===== src/rtl/queue_pkg.sv =====
// ============================================================================
// queue_pkg : shared types, defaults and sizing helper for the parametrised queue.
// Revision  : 1.0
// ============================================================================
`default_nettype none

package queue_pkg;

    localparam int DEF_WIDTH = 4;
    localparam int DEF_DEPTH = 8;

    typedef enum logic [1:0] {
        Q_EMPTY   = 2'd0,
        Q_PARTIAL = 2'd1,
        Q_FULL    = 2'd2
    } q_state_e;

    // One extra bit beyond the index width lets a pointer or count reach DEPTH.
    function automatic int ptr_w(input int depth);
        return $clog2(depth) + 1;
    endfunction

endpackage

`default_nettype wire


===== src/rtl/queue_dpram.sv =====
// ============================================================================
// queue_dpram : one write port, one synchronous read port, storage not reset.
// Revision    : 1.0
// ============================================================================
`default_nettype none

module queue_dpram
    import queue_pkg::*;
#(
    parameter int WIDTH = DEF_WIDTH,
    parameter int DEPTH = DEF_DEPTH
) (
    input  logic                     clk,
    input  logic                     we_i,
    input  logic [$clog2(DEPTH)-1:0] waddr_i,
    input  logic [WIDTH-1:0]         wdata_i,
    input  logic                     re_i,
    input  logic [$clog2(DEPTH)-1:0] raddr_i,
    output logic [WIDTH-1:0]         rdata_o
);

    logic [WIDTH-1:0] mem_q [DEPTH];
    logic [WIDTH-1:0] rdata_q;

    // rdata_q holds between reads so the consumer sees a stable word.
    always_ff @(posedge clk) begin
        if (we_i) begin
            mem_q[waddr_i] <= wdata_i;
        end
        if (re_i) begin
            rdata_q <= mem_q[raddr_i];
        end
    end

    assign rdata_o = rdata_q;

endmodule

`default_nettype wire


===== src/rtl/param_queue_fifo.sv =====
// ============================================================================
// param_queue_fifo : synchronous FIFO with occupancy count and threshold flags.
// Optional macro QUEUE_ERR_EN adds err_clr / overflow / underflow.
// Revision         : 1.0
// ============================================================================
`default_nettype none

module param_queue_fifo
    import queue_pkg::*;
#(
    parameter int WIDTH    = DEF_WIDTH,
    parameter int DEPTH    = DEF_DEPTH,
    parameter int AF_LEVEL = 6,
    parameter int AE_LEVEL = 1
) (
    input  logic                      clk,
    input  logic                      rst,
    input  logic                      wr_en,
    input  logic [WIDTH-1:0]          din,
    input  logic                      rd_en,
    output logic [WIDTH-1:0]          dout,
    output logic                      dout_valid,
    output logic                      empty,
    output logic                      full,
    output logic                      almost_empty,
    output logic                      almost_full,
    output logic [ptr_w(DEPTH)-1:0]   count
`ifdef QUEUE_ERR_EN
    ,
    input  logic                      err_clr,
    output logic                      overflow,
    output logic                      underflow
`endif
);

    localparam int AW = $clog2(DEPTH);
    localparam int CW = ptr_w(DEPTH);

    localparam logic [CW-1:0] DEPTH_C = CW'(DEPTH);
    localparam logic [CW-1:0] AF_C    = CW'(AF_LEVEL);
    localparam logic [CW-1:0] AE_C    = CW'(AE_LEVEL);
    localparam logic [CW-1:0] ONE_C   = CW'(1);

    logic [CW-1:0]    wr_ptr_q, wr_ptr_d;
    logic [CW-1:0]    rd_ptr_q, rd_ptr_d;
    logic [CW-1:0]    count_q, count_d;
    logic             valid_q;
    logic             has_rd_q;
    logic             wr_acc, rd_acc;
    logic [WIDTH-1:0] ram_rdata;
    q_state_e         state;
    logic             w_unused_ptr_msb;

    always_comb begin
        state = Q_PARTIAL;
        if (count_q == '0) begin
            state = Q_EMPTY;
        end else if (count_q == DEPTH_C) begin
            state = Q_FULL;
        end
    end

    assign empty        = (state == Q_EMPTY);
    assign full         = (state == Q_FULL);
    assign almost_full  = (count_q >= AF_C);
    assign almost_empty = (count_q <= AE_C);
    assign count        = count_q;

    assign wr_acc = wr_en && !full;
    assign rd_acc = rd_en && !empty;

    always_comb begin
        wr_ptr_d = wr_ptr_q;
        rd_ptr_d = rd_ptr_q;
        count_d  = count_q;
        if (wr_acc) begin
            wr_ptr_d = wr_ptr_q + ONE_C;
        end
        if (rd_acc) begin
            rd_ptr_d = rd_ptr_q + ONE_C;
        end
        case ({wr_acc, rd_acc})
            2'b10:   count_d = count_q + ONE_C;
            2'b01:   count_d = count_q - ONE_C;
            default: count_d = count_q;
        endcase
    end

    always_ff @(posedge clk or negedge rst) begin
        if (!rst) begin
            wr_ptr_q <= '0;
            rd_ptr_q <= '0;
            count_q  <= '0;
            valid_q  <= 1'b0;
            has_rd_q <= 1'b0;
        end else begin
            wr_ptr_q <= wr_ptr_d;
            rd_ptr_q <= rd_ptr_d;
            count_q  <= count_d;
            valid_q  <= rd_acc;
            if (rd_acc) begin
                has_rd_q <= 1'b1;
            end
        end
    end

    queue_dpram #(
        .WIDTH (WIDTH),
        .DEPTH (DEPTH)
    ) u_ram (
        .clk     (clk),
        .we_i    (wr_acc),
        .waddr_i (wr_ptr_q[AW-1:0]),
        .wdata_i (din),
        .re_i    (rd_acc),
        .raddr_i (rd_ptr_q[AW-1:0]),
        .rdata_o (ram_rdata)
    );

    // The RAM output is unreset; mask it until the first accepted read after reset.
    assign dout       = has_rd_q ? ram_rdata : '0;
    assign dout_valid = valid_q;

    // Occupancy lives in count_q, so the wrap bits only keep the pointers full-width.
    assign w_unused_ptr_msb = wr_ptr_q[CW-1] ^ rd_ptr_q[CW-1];

`ifdef QUEUE_ERR_EN
    logic overflow_q, overflow_d;
    logic underflow_q, underflow_d;

    // A new error in the same cycle as err_clr keeps the flag set.
    always_comb begin
        overflow_d  = overflow_q;
        underflow_d = underflow_q;
        if (err_clr) begin
            overflow_d  = 1'b0;
            underflow_d = 1'b0;
        end
        if (wr_en && full) begin
            overflow_d = 1'b1;
        end
        if (rd_en && empty) begin
            underflow_d = 1'b1;
        end
    end

    always_ff @(posedge clk or negedge rst) begin
        if (!rst) begin
            overflow_q  <= 1'b0;
            underflow_q <= 1'b0;
        end else begin
            overflow_q  <= overflow_d;
            underflow_q <= underflow_d;
        end
    end

    assign overflow  = overflow_q;
    assign underflow = underflow_q;
`endif

endmodule

`default_nettype wire

===== config.mk =====
export PLATFORM = sky130hd
export DESIGN_NAME = param_queue_fifo
export DESIGN_NICKNAME = d
export VERILOG_FILES = /design/src/rtl/queue_pkg.sv /design/src/rtl/queue_dpram.sv /design/src/rtl/param_queue_fifo.sv
export SDC_FILE = /design/constraint.sdc
export NUM_CORES = 1
export LEC_CHECK = 0
export CAP_MARGIN = 20
export CELL_PAD_IN_SITES_DETAIL_PLACEMENT = 1
export CELL_PAD_IN_SITES_GLOBAL_PLACEMENT = 2
export CORE_UTILIZATION = 35
export DETAILED_ROUTE_END_ITERATION = 8
export DONT_BUFFER_PORTS = 1
export PLACE_DENSITY = 0.59
export SLEW_MARGIN = 20
export SYNTH_ARGS = -nofsm -noshare
export SYNTH_HDL_FRONTEND = slang
export SYNTH_SLANG_ARGS = --single-unit
export TNS_END_PERCENT = 1

===== constraint.sdc =====
create_clock -name clk -period 4.53 [get_ports clk]
set_input_delay 0.453 -clock clk [delete_from_list [all_inputs] [get_ports clk]]
set_output_delay 0.453 -clock clk [all_outputs]
set_load 0.01 [all_outputs]

==> results of run 1 <==
-- flip-flops by register name (all words and copies together) (netlist names) --
register,flops
count,4
has_rd_q,1
rd_ptr_q,3
u_ram.rdata_o,4
u_ram.mem_q,32
dout_valid,1
wr_ptr_q,3
-- path summary, 6_finish.rpt --
path                                      to  startpoint  cells after the start  slack (ps)
min in group asynchronous        wr_ptr_q[1]         rst                      1         600
max                                 count[3]    count[0]                      9        1900
max in group asynchronous         dout_valid         rst                      1        3560
max reg2reg                         count[3]    count[0]                      9        1900
min                        u_ram.mem_q[3][0]      din[0]                      0         260
min reg2reg                         has_rd_q    has_rd_q                      1         540
-- cell type report --
class / instances / area share [%]
sequential: 48 / 62.9
multi-input combinational: 64 / 28.1
tap: 72 / 4.10
clock buffer: 7 / 3.47
inverter: 5 / 0.854
timing repair buffer: 1 / 0.456
clock inverter: 1 / 0.171
-- cell families (layout without fill, tap and decap cells) --
group / after synthesis / count (layout) / share of synthesized area (%)
flip-flops: 48 / 48 / 68.0
AND/OR/NAND/NOR: 31 / 31 / 8.25
multiplexers: 15 / 15 / 13.4
XOR/XNOR: 8 / 8 / 3.45
adder cells (fa/ha/maj): 7 / 7 / 4.31
buffers and inverters: 7 / 14 / 1.66
AO/OA/AOI/OAI: 3 / 3 / 0.924
-- power groups by stage --
stage,Clock [W],Combinational [W],Sequential [W]
after floorplan,0,0.000353,0.000678
after global placement,0,0.000381,0.000739
after detailed placement,0,0.000387,0.000750
after CTS,0.000243,0.000391,0.000738
after global routing,0.000257,0.000430,0.000757
final,0.000233,0.000381,0.000734
-- cell usage in the layout, fill, tap and decap left out --
cell type and n:
a21oi_2 1, mux2i_1 1, or4b_1 1, clkbuf_1 2, mux4_2 4, nand2b_1 4
and2_1 4, dfrtp_1 12, mux2_2 6, nor2_1 8, mux4_1 4, ha_1 7
nand4b_1 1, nor3_1 3, nand3_1 3, nand2_1 4, clkbuf_8 5, dlygate4sd3_1 1
or3b_1 1, o21ai_0 2, clkinv_1 1, inv_1 5, edfxtp_1 36, nand3b_1 2
xor2_1 2, xnor2_1 6
-- repair_timing --
action / in CTS / in global routing
hold endpoints to repair: 12 / 0
hold buffers: 1 / 0
gates resized for setup: 0 / 0
-- stage by stage --
stage | hold slack [ps] | area (um2) | std cells | power (W)
2_1_floorplan | 157 | 2030 | 119 | 0.00103
3_3_place_gp | 158 | 2110 | 189 | 0.00112
3_5_place_dp | 158 | 2110 | 189 | 0.00114
4_1_cts | 244 | 2200 | 198 | 0.00137
5_1_grt | 236 | 2200 | 198 | 0.00144
6_report | 256 | 2200 | 198 | 0.00135
-- critical path, cell delays in order, from the launching register on --
cell and delay (ps):
dfrtp_1 530, inv_1 130, ha_1 260, or3b_1 220, nand2_1 130, inv_1 220
ha_1 280, or4b_1 480, a21oi_2 160, xor2_1 150
-- metal layers --
layer	vias up	global-route usage [%]	wire (um)
li1	458	-	-
met1	505	14.5	1600
met2	15	22.2	1770
met3	4	4.42	129
met4	0	3.33	35
met5	-	0	0
==> results.ini, run 1 <==
[yosys]
yosysUniqueCellTypes = 24
async_reset_ff_share_pct = 25.0
synth_area_leader_cell = edfxtp_1
ys.warnings.count = 0
syn_inst = 119
synth_flop_cell = edfxtp_1
synth_top_area_share_pct = 53.2
yosysSeqAreaShare_pct = 68.0
synth-edff-count = 36
synth_area_leaders = edfxtp_1, dfrtp_1, mux4_1, mux4_2, ha_1
avgSynthCellArea_um2 = 17.1
synth_area_um2 = 2030
synth_nets = 134
synthTopCellsByCount = edfxtp_1, dfrtp_1, nor2_1, ha_1
ys_ff_latch = 48
synth_most_common_cell = edfxtp_1

[layout]
fill_cells = 575
final_nets = 140
syn_to_final_growth_pct = 8.13
multiInputGateArea_um2 = 617
diodes = 0
drive_gt1_share_pct = 12.7
fin_util_pct = 39.7
ff_latch_area_um2 = 1380

[detailed_routing]
routedWlPerCell_um = 17.8
post_drt_via_cell_ratio = 4.96
dr.pass1.iters = 4
final_antenna_net_count = 0
drtIter0Drc = 37
drc = 0
num_vias = 982
wirelength_um = 3530

[timing]
grt_setup_unrepaired = no
slew_violations = 0
skew_ps = 3.79
hold_viol = 0
min_period_ps = 2630
setup_slack_ps = 1900
min_period_over_period_pct = 58.0
tightest_slew_ps = 782
slew_headroom_pct = 47.5
setup-tns-final_ps = 0
setup_violations = 0
fmax_ghz = 0.381

[clocking]
post-cts-setup-buffers = 0
cts.htree.levels = 2
cts_buffer_depth = 2
cts_tree = yes
root_buffer = clkbuf_8
clk_latency_ps = 290
cts_buffers = 5
clkSinkCount = 48
clk_pin_slew_ps = 80

[flow_run]
max_cap_viol_count = 0

[power]
peakVddDrop_uv = 283
pwr-share-clk_pct = 17.3
p_switching_w = 0.000438
internal_power_w = 0.000908
seqPwrFrac_pct = 54.5
pwr-share-comb_pct = 28.3
switching_share_pct = 32.6
pwr_density_cell_nw_per_um2 = 613
p_leak_nw = 0.779

[floorplan]
initial_core_util_pct = 36.7
die-area_um2 = 6110
io_pins = 21
rows = 27
core_um2 = 5540
die_w_um = 78.2
dieHeight_um = 78.2

[worst_setup_path]
end_kind = flop
startpoint_type = flop
path_max_fanout = 7
worstPathRequired_ps = 4740
cp.arrival_ps = 2840
worstSetupPathType = flop to flop

[min_path]
hold_path_class = input port to flop

[grt]
track_usage_pct = 12.6
grt_max_degree = 14
grt_pass1_wl_um = 5670
antenna_found_initial = 0
grt-ovfl-total = 0
grt_pass1_vias = 1091

[placed_design]
hpwl_um = 2590
numPortBuffers = 0
pre_cts_slack_ps = 1890
gp_congestion = 0.718

[status]
status = finished clean

No activity file was read; power rests on OpenSTA's default activity.
==> inputs of run 2 (changes only) <==
- clock period: 4.53 -> 2.67 ns (I/O delays scaled with it)
==> run 2 against run 1 <==
  * Worst setup slack got worse by 1600 ps
  * Critical path depth unchanged
  * Critical endpoint unchanged
  * First-iteration DRC count is 16% lower
==> results.ini, run 2 (synthesis gave the netlist of run 1 again) <==
[status]
status = finished clean

[layout]
final_common_cell = edfxtp_1
layout_common_cells = edfxtp_1, dfrtp_1, nor2_1
drive_gt1_share_pct = 15.4  ; +2.7 points
largest_register_ffs = 32  ; unchanged
diodes = 0  ; unchanged
regMostFlops = u_ram.mem_q
syn_to_final_growth_pct = 9.61
fill_cells = 569  ; -1.0%
final_nets = 144  ; +2.9%

[worst_setup_path]
startpoint_type = flop
worst_r2r_startpoint = count[0]
end_kind = flop
ff2ff_path_depth = 9  ; unchanged
reg2reg_slack_ps = 300  ; -1600 ps
worstSetupPathType = flop to flop
r2r_end = count[3]
path_max_fanout = 6  ; -1
worstPathRequired_ps = 2890  ; -1850 ps
cp.arrival_ps = 2580  ; -260 ps

[power]
p_leak_nw = 0.800  ; +2.6%
finalPower_w = 0.00232  ; +72%
peakVddDrop_uv = 447  ; +58%
pwr_density_cell_nw_per_um2 = 1040  ; +70%

[timing]
hold_viol = 0  ; unchanged
tightest_slew_ps = 575  ; -207 ps
min_period_ps = 2370  ; -260 ps
slew_violations = 0  ; unchanged
setup_violations = 0  ; unchanged
fmax_ghz = 0.422  ; +11%
min_period_over_period_pct = 88.7  ; +31 points
setup-tns-final_ps = 0  ; unchanged
skew_ps = 7.75  ; +3.97 ps
fin_hold_ws_ps = 62.8  ; -193 ps
slew_headroom_pct = 61.6  ; +14 points
grt_setup_unrepaired = no

[min_path]
min-delay-start = din[2]
hold_depth = 0  ; unchanged
hold_path_class = input port to flop
hold_end = u_ram.mem_q[7][2]

[detailed_routing]
num_vias = 994  ; +1.2%
post_drt_via_cell_ratio = 4.92  ; -0.78%
final_antenna_net_count = 0  ; unchanged
drc = 0  ; unchanged
wirelength_um = 3450  ; -2.4%
dr.pass1.iters = 2  ; -2
drtIter0Drc = 31  ; -16%
routedWlPerCell_um = 17.1  ; -4.3%

[floorplan]
rows = 27  ; unchanged
io_pins = 21  ; unchanged
initial_core_util_pct = 36.7  ; unchanged
die-area_um2 = 6110  ; unchanged
core_um2 = 5540  ; unchanged
die_w_um = 78.2  ; unchanged
dieHeight_um = 78.2  ; unchanged

[grt]
track_usage_pct = 12.5  ; -0.15 points
antenna_found_initial = 0  ; unchanged
grt_max_degree = 14  ; unchanged
grt_pass1_vias = 1077  ; -1.3%
grt_pass1_wl_um = 5660  ; -0.23%
grt-ovfl-total = 0  ; unchanged

[clocking]
clkSinkCount = 48  ; unchanged
cts_resized = 0  ; unchanged
clk_latency_ps = 290  ; about the same
cts_buffers = 5  ; unchanged
post-cts-setup-buffers = 0  ; unchanged
cts.htree.levels = 2  ; unchanged
cts_buffer_depth = 2  ; unchanged
root_buffer = clkbuf_8
clk_pin_slew_ps = 80  ; about the same
cts_tree = yes

[placed_design]
numPortBuffers = 0  ; unchanged
gp_congestion = 0.713  ; -0.63%
hpwl_um = 2530  ; -2.5%

[flow_run]
max_cap_viol_count = 0  ; unchanged

[run 2: cell count changes in the layout (fill, tap and decap cells not counted), sizes merged]
cell and change:
buf +4
[run 2: power by group]
| group | leakage [nW] | switching (W) | internal, W |
|---|---|---|---|
| Sequential | 0.468 | 0.000191 | 0.00101 |
| Combinational | 0.292 | 0.000338 | 0.000374 |
| Clock | 0.0399 | 0.000220 | 0.000183 |
[run 2: how the worst max path moves through the flow]
stage / from / to / slack (ps) / cells past startpoint
2_1_floorplan: count[0] / count[3] / 370 / 9
3_3_place_gp: count[0] / count[3] / 430 / 9
3_5_place_dp: count[0] / count[3] / 300 / 9
4_1_cts: count[0] / count[3] / 290 / 9
5_1_grt: count[0] / count[3] / 100 / 9
6_report: count[0] / count[3] / 300 / 9
[run 2: area by class of cell]
type	count	area, um2	share of cell area (%)
repair buffers	5	40.0	1.80
multi-input cells	64	617	27.7
clock buffers	7	76.3	3.43
inverters	5	18.8	0.843
clock inverters	1	3.75	0.169
flip-flops and latches	48	1380	62.0
well taps	72	90.1	4.04
[run 2: per-stage QoR]
step           utilization (%)  cells  setup WS [ps]  cell area (um2)
2_1_floorplan                -    119            369             2030
3_3_place_gp              38.6    193            432             2140
3_5_place_dp              38.6    193            299             2140
4_1_cts                   40.2    202            293             2230
5_1_grt                   40.2    202            100             2230
6_report                  40.2    202            303             2230
[run 2: what timing repair did]
action | in CTS | in global routing
endpoints found under the setup margin | 0 | 0
hold endpoints to repair | 12 | 0
hold buffers | 1 | 0
[run 2: critical path: stages, from the launching register on]
cell and delay [ps]:
dfrtp_1 350, inv_1 60, ha_1 240, or3b_1 210, nand2_1 130, inv_1 240, ha_1 290, or4b_1 470
a21oi_2 160, xor2_1 140
[run 2: routing by layer]
layer | global-route usage (%) | up-vias | share of wire (%)
met3 | 3.95 | 5 | 4.2
met4 | 3.89 | 0 | 1.1
met2 | 20.4 | 16 | 49
met5 | 0 | - | 0
met1 | 15.7 | 507 | 46
li1 | - | 466 | -
